--- src/rtl/delay_line_pkg.sv ---
// Shared types and helpers for the BRAM delay-line sequencer.
// Holds the FSM state encoding and the modular read-address helper.
package delay_line_pkg;

  localparam int STATE_W = 2;

  typedef enum logic [STATE_W-1:0] {
    DLC_IDLE = 2'd0,
    DLC_FILL = 2'd1,
    DLC_RUN  = 2'd2
  } dlc_state_e;

  // wr < depth and 1 <= dly <= depth, so one conditional subtract wraps it
  function automatic int unsigned rd_addr_calc(
    input int unsigned wr,
    input int unsigned dly,
    input int unsigned depth
  );
    int unsigned s;
    s = wr + depth - dly;
    if (s >= depth) s = s - depth;
    return s;
  endfunction

endpackage

--- src/rtl/ring_ptr.sv ---
// Wrapping modulo-DEPTH pointer with increment and clear.
// Clear wins over increment.
module ring_ptr #(
  parameter int DEPTH = 32,
  parameter int W     = $clog2(DEPTH)
) (
  input  logic         clk_i,
  input  logic         rst_ni,
  input  logic         inc_i,
  input  logic         clr_i,
  output logic [W-1:0] ptr_o
);

  logic [W-1:0] ptr_q, ptr_d;

  always_comb begin
    ptr_d = ptr_q;
    if (clr_i)
      ptr_d = '0;
    else if (inc_i)
      ptr_d = (ptr_q == W'(DEPTH-1)) ? '0 : ptr_q + 1'b1;
  end

  always_ff @(posedge clk_i or negedge rst_ni) begin
    if (!rst_ni) ptr_q <= '0;
    else         ptr_q <= ptr_d;
  end

  assign ptr_o = ptr_q;

endmodule

--- src/rtl/delay_line_ctrl.sv ---
// Programmable-delay sequencer for a read-before-write BRAM delay line.
// DELAY_LINE_CTRL_OCCUPANCY_EN adds occupancy_o and sticky underrun_o.
module delay_line_ctrl
  import delay_line_pkg::*;
#(
  parameter int RAM_DEPTH     = 32,
  parameter int ADDR_WIDTH    = $clog2(RAM_DEPTH),
  parameter int DLY_WIDTH     = ADDR_WIDTH + 1,
  parameter int DEFAULT_DELAY = RAM_DEPTH
) (
  input  logic                  clk_i,
  input  logic                  rst_ni,
  input  logic                  enable_i,
  input  logic                  flush_i,
  input  logic [DLY_WIDTH-1:0]  delay_i,
  input  logic                  delay_load_i,
  input  logic                  in_valid_i,
  output logic                  wr_en_o,
  output logic [ADDR_WIDTH-1:0] wr_addr_o,
  output logic                  rd_en_o,
  output logic [ADDR_WIDTH-1:0] rd_addr_o,
  output logic                  out_valid_o,
  output logic [STATE_W-1:0]    state_o,
  output logic                  cfg_err_o
`ifdef DELAY_LINE_CTRL_OCCUPANCY_EN
  ,
  output logic [DLY_WIDTH-1:0]  occupancy_o,
  output logic                  underrun_o
`endif
);

  dlc_state_e            state_q;
  logic [DLY_WIDTH-1:0]  delay_q;
  logic [DLY_WIDTH-1:0]  fill_q;
  logic                  out_valid_q;
  logic                  cfg_err_q;
  logic [ADDR_WIDTH-1:0] wr_ptr;

  logic accept, rd_en, go_idle, load_ok, load_bad, dly_ok;

  assign go_idle  = flush_i | ~enable_i;
  assign accept   = in_valid_i & (state_q != DLC_IDLE);
  assign rd_en    = accept & (state_q == DLC_RUN);
  assign dly_ok   = (delay_i != '0) &&
                    (delay_i <= DLY_WIDTH'(RAM_DEPTH));
  assign load_ok  = delay_load_i & dly_ok;
  assign load_bad = delay_load_i & ~dly_ok;

  ring_ptr #(
    .DEPTH (RAM_DEPTH),
    .W     (ADDR_WIDTH)
  ) u_wr_ptr (
    .clk_i  (clk_i),
    .rst_ni (rst_ni),
    .inc_i  (accept),
    .clr_i  (go_idle),
    .ptr_o  (wr_ptr)
  );

  always_ff @(posedge clk_i or negedge rst_ni) begin
    if (!rst_ni) begin
      state_q     <= DLC_IDLE;
      delay_q     <= DLY_WIDTH'(DEFAULT_DELAY);
      fill_q      <= '0;
      out_valid_q <= 1'b0;
      cfg_err_q   <= 1'b0;
    end else begin
      cfg_err_q   <= load_bad;
      out_valid_q <= rd_en & ~load_ok & ~go_idle;
      if (load_ok) delay_q <= delay_i;
      if (go_idle) begin
        state_q <= DLC_IDLE;
        fill_q  <= '0;
      end else begin
        if (load_ok) fill_q <= '0;
        unique case (state_q)
          DLC_IDLE: state_q <= DLC_FILL;
          DLC_FILL: begin
            // Accept in the load cycle still uses the old delay
            if (!load_ok && accept) begin
              if (fill_q == delay_q - 1'b1) state_q <= DLC_RUN;
              if (fill_q != delay_q) fill_q <= fill_q + 1'b1;
            end
          end
          DLC_RUN:  if (load_ok) state_q <= DLC_FILL;
          default:  state_q <= DLC_IDLE;
        endcase
      end
    end
  end

  assign wr_en_o     = accept;
  assign wr_addr_o   = wr_ptr;
  assign rd_en_o     = rd_en;
  assign rd_addr_o   = ADDR_WIDTH'(rd_addr_calc(
                         32'(wr_ptr), 32'(delay_q), RAM_DEPTH));
  assign out_valid_o = out_valid_q;
  assign state_o     = state_q;
  assign cfg_err_o   = cfg_err_q;

`ifdef DELAY_LINE_CTRL_OCCUPANCY_EN
  logic underrun_q;

  always_ff @(posedge clk_i or negedge rst_ni) begin
    if (!rst_ni)
      underrun_q <= 1'b0;
    else if (go_idle || state_q == DLC_IDLE)
      underrun_q <= 1'b0;
    else if (state_q == DLC_RUN && !in_valid_i)
      underrun_q <= 1'b1;
  end

  always_comb begin
    occupancy_o = '0;
    unique case (1'b1)
      state_q == DLC_FILL: occupancy_o = fill_q;
      state_q == DLC_RUN:  occupancy_o = delay_q;
      default:             occupancy_o = '0;
    endcase
  end

  assign underrun_o = underrun_q;
`endif

endmodule

--- config.mk ---
export PLATFORM = sky130hd
export DESIGN_NAME = delay_line_ctrl
export DESIGN_NICKNAME = d
export VERILOG_FILES = /design/src/rtl/delay_line_pkg.sv /design/src/rtl/ring_ptr.sv /design/src/rtl/delay_line_ctrl.sv
export SDC_FILE = /design/constraint.sdc
export NUM_CORES = 1
export LEC_CHECK = 0
export CAP_MARGIN = 0
export CORE_ASPECT_RATIO = 1.75
export CORE_MARGIN = 2
export CORE_UTILIZATION = 30
export DETAILED_ROUTE_END_ITERATION = 6
export HOLD_SLACK_MARGIN = 0.05
export SETUP_SLACK_MARGIN = 0.05
export SLEW_MARGIN = 15
export SYNTH_ARGS = -nofsm -noshare
export SYNTH_HDL_FRONTEND = slang
export SYNTH_HIERARCHICAL = 1
export SYNTH_SLANG_ARGS = --single-unit
--- constraint.sdc ---
create_clock -name clk_i -period 1.65 [get_ports clk_i]
set_input_delay 0.4125 -clock clk_i [delete_from_list [all_inputs] [get_ports clk_i]]
set_output_delay 0.4125 -clock clk_i [all_outputs]
set_load 0.05 [all_outputs]
Yosys cells after proc, flatten, opt, wreduce, memory -nomap -nowiden
Cells that the tools add are included.
{ "word_totals": {"reg_bits": 21, "in_bits": 12, "output_inout_bits": 16, "wordCells": 55} }
{ "classes": {"add_sub_neg": 6, "n_lt_le_gt_ge": 2, "n_eq_ne": 8, "n_mux": 14, "bitwise_logic": 11, "reduce_logical": 8} }
{ "ops": {"columns": ["cell", "n"], "rows": [
  ["$ge A32 B6 Y1 const B", 1],
  ["$mux W6", 5],
  ["$mux W5", 4],
  ["$ne A3 B3 Y1 const B", 3],
  ["$mux W2", 4],
  ["$sub A7 B6 Y8", 1],
  ["$add A5 B6 Y7 const B", 1],
  ["$add A6 B1 Y6 const B", 1],
  ["$and A1 B1 Y1", 6],
  ["$eq A6 B6 Y1", 1],
  ["$le A6 B6 Y1 const B", 1],
  ["$ne A6 B6 Y1", 1],
  ["$pmux W2 S3", 1],
  ["$reduce_bool A6 Y1", 1],
  ["$sub A6 B1 Y6 const B", 1],
  ["$add A5 B1 Y5 const B", 1],
  ["$eq A5 B5 Y1 const B", 1],
  ["$sub A5 B1 Y5 const B", 1],
  ["$not A1 Y1", 4],
  ["$reduce_bool A2 Y1", 2],
  ["$reduce_and A3 Y1", 1],
  ["$eq A2 B1 Y1 const B", 1],
  ["$eq A2 B2 Y1 const B", 1],
  ["$logic_and A1 B1 Y1", 2],
  ["other kinds (3)", 3]
]} }

Logic depth before layout (Yosys ltp)
{ "logic_depth": {"depth_word": 8, "mapped_depth": 7, "depth_no_buf": 7} }

Cells and area by module
Netlist, hierarchy kept.
{ "modules_own_cells": {"columns": ["mod", "instances", "cells_each", "area_per_inst_um2", "seq_area_each_um2"], "rows": [
  ["delay_line_ctrl", 1, 114, 1141.1, 401.6],
  ["ring_ptr", 1, 25, 260.2, 125.1]
]} }

Worst setup path after synthesis
No wires, ideal clock.
{ "synth_path": {"path_kind": "register to output", "from": "register u_wr_ptr.ptr_q[0], in the netlist u_wr_ptr/ptr_o[0]", "to": "output port rd_addr_o[4]", "t_arrival_ns": 2.442, "required_time_ns": 1.237, "setup_slack_ns": -1.204, "stages_incl_launch_ff": 8, "path_buffers": 0, "cell_sequence": "dfrtp_1 > inv_1 > ha_1 > fa_1 > inv_1 > a21o_1 > a21oi_1 > xnor2_1"} }
{ "synth_between": {"elab_chain_cells": 4, "elab_cells_between_ends": 5, "classes_between": "3 x add/sub; 1 x order compare; 1 x mux"} }
{ "synth_rtl": {"columns": ["item", "line_no", "text"], "rows": [
  ["start, declared", "ring_ptr.sv:14", "logic [W-1:0] ptr_q, ptr_d;"],
  ["start signal, assigned", "ring_ptr.sv:26", "else ptr_q <= ptr_d;"],
  ["$add A5 B6 Y7 (*)", "delay_line_pkg.sv:20", "s = wr + depth - dly;"],
  ["$sub A7 B6 Y8 (*)", "delay_line_pkg.sv:20", null],
  ["$ge A32 B6 Y1 or $sub A5 B1 Y5 (tied branches)", "delay_line_pkg.sv:21", "if (s >= depth) s = s - depth;"],
  ["$mux W5 (*)", "delay_line_pkg.sv:21", null],
  ["end, declared", "delay_line_ctrl.sv:21", "output logic [ADDR_WIDTH-1:0] rd_addr_o,"]
]} }
Every way passes the cells marked *; elsewhere a longest branch is shown, timed or not.

Worst setup path after layout
{ "layout_path": {"from": "register delay_q[0]", "to": "output port rd_addr_o[4]"} }
{ "layout_between": {"elab_chain_cells": 3, "elab_cells_between_ends": 4, "classes_between": "2 x add/sub; 1 x order compare; 1 x mux"} }
{ "layout_rtl": {"columns": ["item", "line_no", "text"], "rows": [
  ["start, declared", "delay_line_ctrl.sv:33", "logic [DLY_WIDTH-1:0] delay_q;"],
  ["start signal, assigned", "delay_line_ctrl.sv:63", "delay_q <= DLY_WIDTH'(DEFAULT_DELAY);"],
  ["start signal, assigned", "delay_line_ctrl.sv:70", "if (load_ok) delay_q <= delay_i;"],
  ["$sub A7 B6 Y8 (*)", "delay_line_pkg.sv:20", null],
  ["$ge A32 B6 Y1 or $sub A5 B1 Y5 (tied branches)", "delay_line_pkg.sv:21", null],
  ["$mux W5 (*)", "delay_line_pkg.sv:21", null]
]} }
Marks and branches as above.

==> impl_metrics.env <==
export IMPL_total_power_uw=1820
export IMPL_grt_remaining_overflow=0
export IMPL_ff2ff_setup_slack_ns=-0.30
export IMPL_synth_cell_types=46
export IMPL_synth_edf_count=0
export IMPL_post_route_util_pct=60.42
export IMPL_core_area_um2=4444
export IMPL_fmax_mhz=457.5
export IMPL_start_util_pct=31.53
export IMPL_grt_pass1_vias=1506
export IMPL_maxSlewViolCount=0
export IMPL_die_width_um=55.67
export IMPL_reg2reg_to="state_o[0]$_DFFE_PN0P_"
export IMPL_holdPathEnd="delay_q[4]$_DFFE_PN0P_"
export IMPL_pin_count=28
export IMPL_placed_cell_area_um2=2333
export IMPL_peakVddDrop_mv=0.6467
export IMPL_routedWlPerCell_um=15.48
export IMPL_dieArea_um2=5255
export IMPL_synth_ff_type="dfrtp_1"
export IMPL_place_congestion=0.7377
export IMPL_violations="setup timing"
export IMPL_remaining_drc_errors=0
export IMPL_synth_most_common_cell="dfrtp_1"
export IMPL_yosysWarnings=6
export IMPL_synth_top_cell_area_share_pct=35.71
export IMPL_row_count=32
export IMPL_p_int_uw=1193
export IMPL_worstSetupPathType="flip-flop to output port"
export IMPL_nFillCells=366
export IMPL_hold_class="input pin to flip-flop"
export IMPL_min_delay_path_depth=3
export IMPL_maxCapViolCount=0
export IMPL_portBuffers=27
export IMPL_drtIter0Drc=11
export IMPL_grt_max_degree=22
export IMPL_cts_tree="done"
export IMPL_setup_violations=23
export IMPL_n_antenna_cell=0
export IMPL_final_period_utilization_pct=132.5
export IMPL_synth_area_leaders="dfrtp_1, ha_1, xnor2_1"
export IMPL_grtUsageTotal_pct=16.28
export IMPL_clock_sinks=21
export IMPL_hold_viol=0
export IMPL_die_h_um=94.41
export IMPL_hold_buffers=0
export IMPL_viasPerCell=4.880
export IMPL_rsz0062_at_grt="yes"
export IMPL_wirelength_um=4272
export IMPL_cts_buffers=3
export IMPL_ys_ff_latch=21
export IMPL_h_tree_depth=1
export IMPL_worstRegToRegCells=9
export IMPL_root_buffer="clkbuf_8"
export IMPL_period_minus_slack_ns=2.186
export IMPL_hold_start="delay_i[4]"
export IMPL_synth_top_area_cell="dfrtp_1"
export IMPL_cp_required_ns=1.24
export IMPL_num_vias=1347
export IMPL_critPathLaunchType="flip-flop"
export IMPL_setup_ws_ns=-0.5357
export IMPL_clockBufferDepth=2
export IMPL_synth_area_um2=1401
export IMPL_syn_nets=160
export IMPL_design_area_um2=2685
export IMPL_crit_path_end_kind="output port"
export IMPL_finClkSkew_ns=0.002692
export IMPL_nNetsFinal=247
export IMPL_worst_pin_slew_ns=0.4167
export IMPL_p_clk_share_pct=18.3
export IMPL_synth_seq_area_share_pct=37.59
export IMPL_synthTopCellsByCount="dfrtp_1, inv_1, nor2_1, xnor2_1, xor2_1"
export IMPL_arrival_ns=1.77
export IMPL_path_clk_slew_ns=0.07
export IMPL_synth_avg_cell_area_um2=10.08
export IMPL_drtAntennaViolNets=0
export IMPL_clock_latency_ns=0.26
export IMPL_synthArstFlopShare_pct=100.0
export IMPL_status="complete, but fails checks"
export IMPL_switching_share_pct=34.42
export IMPL_p_seq_share_pct=31.9
export IMPL_p_switching_uw=626.3
export IMPL_pwr_density_cell_nw_per_um2=677.7
export IMPL_synth_cells=139
export IMPL_first_pass_iters=4
export IMPL_r2r_start="delay_q[0]$_DFFE_PN0P_"
export IMPL_grt_pass1_wl_um=6755
export IMPL_pwr_share_comb_pct=49.8
export IMPL_relSlewSlack_pct=72.02
export IMPL_antenna_found_initial=0
export IMPL_drive_above_1_share_pct=61.33
export IMPL_leakage_uw=0.001198
export IMPL_area_growth_pct=91.61
export IMPL_dp_hpwl_um=3121
export IMPL_place_ws_ns=-0.7381
export IMPL_path_max_fanout=2
[worst max path at each step]
stage                                  startpoint                endpoint  slack [ns]
floorplan           u_wr_ptr/ptr_o[0]$_DFFE_PN0P_            rd_addr_o[4]       -0.59
global placement                       delay_i[0]  delay_q[3]$_DFFE_PN0P_       -0.70
detailed placement                     delay_i[0]  delay_q[3]$_DFFE_PN0P_       -0.74
CTS                        delay_q[0]$_DFFE_PN0P_            rd_addr_o[4]       -0.56
global route               delay_q[0]$_DFFE_PN0P_            rd_addr_o[4]       -0.60
finish                     delay_q[0]$_DFFE_PN0P_            rd_addr_o[4]       -0.54
[power groups by stage]
stage	logic, uW	clock network (uW)	registers (uW)
detailed placement	790	0	586
finish	906	334	580
CTS	859	339	580
global route	961	360	584
global placement	772	0	587
floorplan	388	0	599
[metrics by stage]
stage                     hold slack, ns  setup TNS, ns  cells
after global placement            0.5251         -11.71    261
final                             0.4646         -4.313    276
after CTS                         0.4699         -4.342    271
after detailed placement          0.5295         -12.59    261
after floorplan                   0.1169         -4.224    139
after global routing              0.4645         -5.539    276
[area by class of cell]
cell class              instances  area, um^2  area share, %
clock buffers                   4       45.04          1.678
inverters                      14       52.55          1.957
multi-input cells             101        1091          40.63
flip-flops and latches         21       533.0          19.85
well taps                      51       63.81          2.377
repair buffers                 85       899.6          33.50
[layout by cell type, fill, tap and decap left out, drive strengths merged, types with 2 or more instances in the layout]
cell,instances
mux2i,3
xnor2,10
nor2b,2
a21oi,6
and3,3
mux2,6
nor3,2
a2111oi,2
nor2,13
clkbuf,4
xor2,9
clkdlybuf4s50,6
ha,8
nand3,5
or4,2
o21ai,4
inv,14
a21o,3
nand2,3
dfrtp,20
nand2b,3
buf,77
a211oi,5
[timing repair]
item	in CTS	in global routing
pin swaps	19	12
hold endpoints to repair	0	0
setup endpoints to repair	24	24
setup buffers	7	6
gates resized for setup	48	16
[metal layers]
layer | global-route usage, % | up-vias | part of all wire, %
li1 | - | 655 | -
met1 | 15.34 | 654 | 34
met2 | 33.83 | 25 | 61
met3 | 1.233 | 13 | 1.8
met4 | 8.130 | 0 | 3.5
met5 | 0 | - | 0
[logic make-up after synthesis]
kind of cell    count (synthesis)  synth area share [%]
compound gates                 27                 14.11
xor+xnor                       19                 11.88
fa+ha+maj                       9                 8.572
buf+inv                        17                 5.446
flops                          21                 37.59
mux                             9                 7.232
simple gates                   37                 15.18
[state kept, by name (all words and copies together), names as in the netlist]
| register | count |
|---|---|
| state_o | 2 |
| u_wr_ptr/ptr_o | 5 |
| cfg_err_o | 1 |
| fill_q | 6 |
| out_valid_o | 1 |
| delay_q | 6 |
[worst max-delay path, stage by stage (launching register included)]
cell and delay (ns):
dfrtp_1 0.41, ha_4 0.18, fa_2 0.33, inv_1 0.06
a21o_1 0.15, a21oi_4 0.08, xnor2_4 0.15, buf_12 0.15
No activity file was read; power rests on OpenSTA's default activity.
